===== config.mk =====
export PLATFORM = sky130hd
export DESIGN_NAME = find_bkt_lvl
export DESIGN_NICKNAME = d
export VERILOG_FILES = /design/src/rtl/find_bkt_lvl.sv
export SDC_FILE = /design/constraint.sdc
export NUM_CORES = 1
export LEC_CHECK = 0
export ABC_AREA = 1
export CAP_MARGIN = 15
export CORE_ASPECT_RATIO = 1.4
export CORE_MARGIN = 2
export CORE_UTILIZATION = 33
export CTS_BUF_LIST = sky130_fd_sc_hd__clkbuf_8
export CTS_CLUSTER_SIZE = 30
export DETAILED_ROUTE_END_ITERATION = 7
export PLACE_DENSITY = 0.71
export SLEW_MARGIN = 0
export SYNTH_ARGS = -nofsm -noshare
export SYNTH_HDL_FRONTEND = slang
export SYNTH_SLANG_ARGS = --single-unit

===== constraint.sdc =====
create_clock -name clk -period 6.74 [get_ports clk]
set_input_delay 1.348 -clock clk [delete_from_list [all_inputs] [get_ports clk]]
set_output_delay 1.348 -clock clk [all_outputs]
set_load 0.005 [all_outputs]

===== src/rtl/find_bkt_lvl.sv =====
// find_bkt_lvl
// Backtrack-level search controller. A search starts from a snapshot of the
// packed per-level states {dcd_bin, has_bkt}. It walks down from the clamped
// max_lvl, one level per cycle, and stops at the first level whose decision
// has not been flipped (has_bkt == 0). Level 0 is the root. Reaching it means
// unsat. When apply_bkt_i is accepted, the controller issues a one-cycle
// write-back that sets has_bkt on the found level and zeroes every level
// above it.
//
// Ports
//   clk, rst        clock; asynchronous active-high reset
//   start_i         begin a search (honoured in IDLE only)
//   max_lvl_i       highest level to examine (sampled with start_i, clamped)
//   lvl_states_i    packed level states, level i at [i*W +: W]
//   apply_bkt_i     accept the result (honoured in DONE only)
//   busy_o          controller not idle
//   done_o          result valid, held for the whole of DONE
//   unsat_o         no unbacktracked level exists in 1..max
//   bkt_lvl_o       found level
//   bkt_bin_o       dcd_bin of the found level
//   wr_states_o     one-cycle per-level write mask
//   lvl_states_o    write-back data, valid with wr_states_o
//
// Handshake: start_i and apply_bkt_i are single-cycle requests with no
// back-pressure. start_i is accepted only when busy_o is low. apply_bkt_i is
// accepted only when done_o is high. Requests in any other state are dropped.
module find_bkt_lvl #(
    parameter int NUM_LVLS         = 8,
    parameter int WIDTH_BIN_ID     = 10,
    parameter int WIDTH_LVL_STATES = 11,
    parameter int WIDTH_LVL        = 16
) (
    input  logic                                 clk,
    input  logic                                 rst,
    input  logic                                 start_i,
    input  logic [WIDTH_LVL-1:0]                 max_lvl_i,
    input  logic [WIDTH_LVL_STATES*NUM_LVLS-1:0] lvl_states_i,
    input  logic                                 apply_bkt_i,
    output logic                                 busy_o,
    output logic                                 done_o,
    output logic                                 unsat_o,
    output logic [WIDTH_LVL-1:0]                 bkt_lvl_o,
    output logic [WIDTH_BIN_ID-1:0]              bkt_bin_o,
    output logic [NUM_LVLS-1:0]                  wr_states_o,
    output logic [WIDTH_LVL_STATES*NUM_LVLS-1:0] lvl_states_o
);

    localparam int CW = (NUM_LVLS > 1) ? $clog2(NUM_LVLS) : 1;
    localparam int W  = WIDTH_LVL_STATES;
    localparam int SW = WIDTH_LVL_STATES * NUM_LVLS;

    typedef enum logic [1:0] {
        IDLE   = 2'd0,
        SEARCH = 2'd1,
        DONE   = 2'd2,
        WRITE  = 2'd3
    } state_t;

    state_t            state;
    logic [CW-1:0]     cur;
    logic [SW-1:0]     snap;
    logic [W-1:0]      cur_word;
    logic [CW-1:0]     start_lvl;
    logic [NUM_LVLS-1:0] wb_mask;
    logic [SW-1:0]     wb_data;

    assign cur_word = snap[int'(cur)*W +: W];

    // Requests above the top level start from the top level.
    assign start_lvl = (max_lvl_i >= WIDTH_LVL'(NUM_LVLS)) ? CW'(NUM_LVLS - 1)
                                                           : max_lvl_i[CW-1:0];

    // The write-back image is built from the snapshot while DONE holds the
    // result, so the WRITE cycle only has to present registered values.
    // The found level keeps its dcd_bin and gets has_bkt set. Every level
    // above it is cleared. Levels below it are not written and carry the
    // snapshot.
    always_comb begin
        wb_mask = '0;
        wb_data = snap;
        for (int i = 0; i < NUM_LVLS; i++) begin
            if (WIDTH_LVL'(i) > bkt_lvl_o) begin
                wb_mask[i]          = 1'b1;
                wb_data[i*W +: W]   = '0;
            end else if (WIDTH_LVL'(i) == bkt_lvl_o) begin
                wb_mask[i]          = 1'b1;
                wb_data[i*W]        = 1'b1;
            end
        end
    end

    always_ff @(posedge clk or posedge rst) begin
        if (rst) begin
            state        <= IDLE;
            cur          <= '0;
            snap         <= '0;
            busy_o       <= 1'b0;
            done_o       <= 1'b0;
            unsat_o      <= 1'b0;
            bkt_lvl_o    <= '0;
            bkt_bin_o    <= '0;
            wr_states_o  <= '0;
            lvl_states_o <= '0;
        end else begin
            case (state)
                IDLE: begin
                    if (start_i) begin
                        snap      <= lvl_states_i;
                        cur       <= start_lvl;
                        unsat_o   <= 1'b0;
                        bkt_lvl_o <= '0;
                        bkt_bin_o <= '0;
                        busy_o    <= 1'b1;
                        state     <= SEARCH;
                    end
                end
                SEARCH: begin
                    if (cur == '0) begin
                        unsat_o <= 1'b1;
                        done_o  <= 1'b1;
                        state   <= DONE;
                    end else if (!cur_word[0]) begin
                        bkt_lvl_o <= WIDTH_LVL'(cur);
                        bkt_bin_o <= cur_word[W-1:1];
                        done_o    <= 1'b1;
                        state     <= DONE;
                    end else begin
                        cur <= cur - 1'b1;
                    end
                end
                DONE: begin
                    if (apply_bkt_i) begin
                        done_o <= 1'b0;
                        if (unsat_o) begin
                            busy_o <= 1'b0;
                            state  <= IDLE;
                        end else begin
                            wr_states_o  <= wb_mask;
                            lvl_states_o <= wb_data;
                            state        <= WRITE;
                        end
                    end
                end
                WRITE: begin
                    wr_states_o  <= '0;
                    lvl_states_o <= '0;
                    busy_o       <= 1'b0;
                    state        <= IDLE;
                end
                default: state <= IDLE;
            endcase
        end
    end

endmodule


* Yosys cells after proc, flatten, opt, wreduce, memory -nomap -nowiden
Cells that the tools add are included.
Widths: inputs -> output; s select.
** Cells by class
- Add/subtract/negate cells :: 1
- Multipliers :: 1
- Divide/modulo/power cells :: 0
- Magnitude comparators :: 9
- Eq/ne operators :: 19
- Shift operators :: 1
- Muxes and demuxes :: 76
- Bitwise logic cells :: 0
- Reduce and logical (&&, ||, !) cells :: 15
** Operator list (number)
- $mux 88 :: 2
- $pmux 88 s2 :: 1
- $mux 10 :: 11
- $shiftx 88x8->11 :: 1
- $eq 3x16->1 const A :: 4
- $gt 3x16->1 const A :: 4
- $mux 16 :: 3
- $mux 1 :: 40
- $eq 2x16->1 const A :: 2
- $gt 1x16->1 const A :: 2
- $gt 2x16->1 const A :: 2
- $pmux 16 s2 :: 1
- $pmux 10 s2 :: 1
- $eq 1x16->1 const A :: 1
- $ge 16x4->1 const B :: 1
- $logic_not 16->1 :: 1
- $mux 8 :: 2
- $ne 2x2->1 const B :: 8
- $pmux 8 s2 :: 1
- $mux 3 :: 4
- $reduce_and 3->1 :: 4
- $reduce_and 4->1 :: 3
- $mux 2 :: 5
- $pmux 2 s4 :: 1
- other kinds (13) :: 17
** Storage, ports and cells
- Register bits after elaboration :: 218
- Latch bits :: 0
- RAM bits :: 0
- ROM bits :: 0
- Output and inout bits :: 125
- Memories :: 0

* Depth between registers and ports, before layout
- Depth in word-level cells :: 6
- Gate-level depth with buffers :: 11
- Mapped depth without buffers :: 9

* Worst setup path after synthesis
Ideal clock, no wire load.
- Kind :: input to register
- Start point :: input apply_bkt_i
- End point :: register wr_states_o[2]
- Setup time :: 137 ps
- Data arrival time :: 2121 ps
- Slack :: 4482 ps
- Stages on the path :: 7
- Path through :: inv_1 o21ai_0 nand2_1 buf_2 buf_2 nand2_1 o21ai_0
** On the way
- Cells in the longest elaborated chain, start to end :: 2
** Ends and longest elaborated chain
- start: declaration :: RTL line 38 : input logic apply_bkt_i,
- $ne 2x2->1 (no source line)
- $reduce_and 3->1 (no source line)
- end signal: assignment :: RTL line 138 : wr_states_o <= wb_mask;
- end: declaration :: RTL line 44 : output logic [NUM_LVLS-1:0] wr_states_o,
Every way passes these cells.
A chain may end at the register's enable or synchronous reset.

* Final worst setup path
- Start point :: input start_i
- End point :: register snap[82]
** On the way
- Cells in the longest elaborated chain, start to end :: 1
** Ends and longest elaborated chain
- start: declaration :: RTL line 35 : input logic start_i,
- $reduce_and 2->1 (no source line)
- end signal: assignment :: RTL line 108 : snap <= lvl_states_i;
- end: declaration :: RTL line 61 : logic [SW-1:0] snap;
Every way passes these cells.

==> impl_metrics.json <==
{
  "cts_hold_buf": 0,
  "syn2layout_area_growth_pct": 34.65,
  "required_ns": 7.10,
  "postLayoutCellArea_um2": 11790,
  "tightest_slew_ns": 1.127,
  "yosys-top-cells-area": "dfrtp_1 (59%), nand2_1 (15%), o21ai_0 (8.3%)",
  "syn_inst": 1000,
  "synth_xor_xnor_area_share": 0,
  "cp.arrival_ns": 3.79,
  "fin_setup_tns_ns": 0,
  "place.gp.congestion": 0.8372,
  "wire_per_inst_um": 17.46,
  "cts.sinks": 205,
  "setup_viol": 0,
  "final_hold_viol_count": 0,
  "port_buffers": 219,
  "vdd_ir_drop_max_mv": 0.1642,
  "min_period_ns": 3.435,
  "ctsResizeCount": 0,
  "status": "completed",
  "cts_tree": "yes",
  "core_area_um2": 26100,
  "synth_fa_ha_area_frac": 0.002858,
  "synth_cell_types": 25,
  "end_kind": "register",
  "die_h_um": 196.7,
  "grt_max_degree": 116,
  "grt_pass1_vias": 7525,
  "power.density_nw_per_um2": 407.3,
  "grt_overflow": 0,
  "antennaDiodeCount": 0,
  "synth_common_cells": "nand2_1 (339), dfrtp_1 (205), o21ai_0 (146), inv_1 (91), o211ai_1 (30)",
  "synth_top_flop_cell": "dfrtp_1",
  "synth_compound_area_frac": 0.1539,
  "yosysTopAreaCell": "dfrtp_1",
  "clock.fmax_ghz": 0.2911,
  "crit_type": "primary input to register",
  "drcViolationCount": 0,
  "grt_first_pass_wirelength_um": 41490,
  "vias": 7496,
  "synth_edf_count": 0,
  "dieArea_um2": 27870,
  "period_share": 0.5096,
  "drt_wl_total_um": 27110,
  "synth-simple-area-share": 0.1769,
  "placed_cell_area_um2": 11130,
  "multi_input_area_um2": 2978,
  "cts.path.max_buffers": 3,
  "post_cts_buffers": 0,
  "ys_seq_area_frac": 0.5859,
  "dr.pass1.iters": 5,
  "maxSlewViolCount": 0,
  "startpoint_type": "primary input",
  "drt-vias-per-instance": 4.827,
  "worstSkewPairLatency_ns": 0.51,
  "numCtsBuffers": 35,
  "cts_htree_levels": 2,
  "clock_tree.root_cell": "clkbuf_8",
  "syn_area_per_cell_um2": 8.756,
  "rsz0062_at_grt": "false",
  "first_iter_violations": 409,
  "rows": 70,
  "cp_max_fo": 107,
  "initial_utilization": 0.3355,
  "clk_pin_slew_worst_paths_ns": 0.06,
  "drtAntennaViolNets": 0,
  "fin_nets": 1316,
  "ys_seq_elements": 205,
  "fillers": 2545,
  "slew_headroom": 0.2490,
  "hpwl_um": 19120,
  "yosys.cell_count.top_type": "nand2_1",
  "reg2reg_setup_slack_ns": 3.80,
  "ios": 233,
  "min_path_type": "register to register",
  "async_flop_share": 1.000,
  "synth_area_um2": 8756,
  "yosys.area.top_type_share": 0.5859,
  "maxCapViolations": 0,
  "p_leak_nw": 5.515,
  "die_width_um": 141.7,
  "seqCellArea_um2": 5131,
  "skew_ns": 0.01448,
  "layout-drive-gt1-share": 0.05614,
  "synth_top_family_by_area": "simple AND/OR/NAND/NOR gates",
  "yosys_warnings": 0,
  "track_usage": 0.1939,
  "synthMuxAreaShare": 0,
  "antenna_found_initial": 0
}
final timing paths:
kind,from,to,cells past startpoint
max,start_i,snap[82],5
min,wr_states_o[7],wr_states_o[7],2
max reg2reg,cur[0],bkt_bin_o[0],8
min reg2reg,wr_states_o[7],wr_states_o[7],2
max in group asynchronous,rst,lvl_states_o[54],3
min in group asynchronous,rst,lvl_states_o[37],2
cells by family (layout without fill, tap and decap cells):
group,count (synthesis),after routing
AOI/OAI and AO/OA,233,233
adders and majority gates,2,2
buffers and inverters,164,381
DFF,205,205
other,1,13
and+or+nand+nor,395,395
through the flow:
stage	power, W	setup WS, ns	hold WS, ns	util	std cells
3_5_place_dp	0.003770	2.763	0.4580	0.4265	1493
4_1_cts	0.004866	3.291	0.4731	0.4517	1553
2_1_floorplan	0.002968	2.734	0.4592	-	1012
5_1_grt	0.005168	3.032	0.5092	0.4517	1553
3_3_place_gp	0.003719	2.865	0.4570	0.4265	1493
6_report	0.004802	3.305	0.4730	0.4517	1553
cell usage in the layout (no fill, tap or decap), types with 5 or more instances in the layout:
| cell | netlist | final |
|---|---|---|
| nand3_1 | 26 | 26 |
| a22o_1 | 10 | 10 |
| inv_1 | 91 | 100 |
| a21oi_1 | 13 | 13 |
| clkdlybuf4s50_1 | 0 | 219 |
| o211ai_1 | 30 | 30 |
| o21ai_0 | 146 | 146 |
| nand2_1 | 339 | 338 |
| clkbuf_8 | 0 | 39 |
| conb_1 | 1 | 13 |
| o21ai_1 | 20 | 20 |
| nor2_1 | 23 | 23 |
| a32o_1 | 13 | 13 |
| buf_4 | 14 | 5 |
| dfrtp_1 | 205 | 204 |
| clkinv_2 | 0 | 8 |
flip-flops by register name, indices dropped and copies added, names as in the netlist:
| signal | cells |
|---|---|
| lvl_states_o | 88 |
| snap | 88 |
| bkt_bin_o | 10 |
| wr_states_o | 8 |
| bkt_lvl_o | 3 |
| cur | 3 |
| state | 2 |
| busy_o | 1 |
| done_o | 1 |
| unsat_o | 1 |
report_power, final:
part / switching, W / internal [W]
sequential: 0.000291 / 0.00164
clock: 0.000502 / 0.000571
combinational: 0.00112 / 0.000681
total: 0.00191 / 0.00289
layer usage:
metal / global-route usage / part of all wire / vias up
met5: 0 / 0 / -
met1: 0.2274 / 0.38 / 3551
met3: 0.03766 / 0.062 / 61
li1: - / - / 3612
met4: 0.08704 / 0.042 / 0
met2: 0.3425 / 0.51 / 272
layout make-up:
class / count / area share
clock buffers: 39 / 0.04553
inverters: 96 / 0.03109
flip-flops and latches: 205 / 0.4352
well taps: 324 / 0.03438
multi-input cells: 643 / 0.2526
clock inverters: 21 / 0.01040
repair buffers: 225 / 0.1908
worst max-delay path, cell delays in order:
cell             delay (ns)
clkdlybuf4s50_1        0.48
nand2_1                0.36
inv_4                  0.84
buf_4                  0.56
o21ai_0                0.16
No activity file was read; power rests on OpenSTA's default activity.
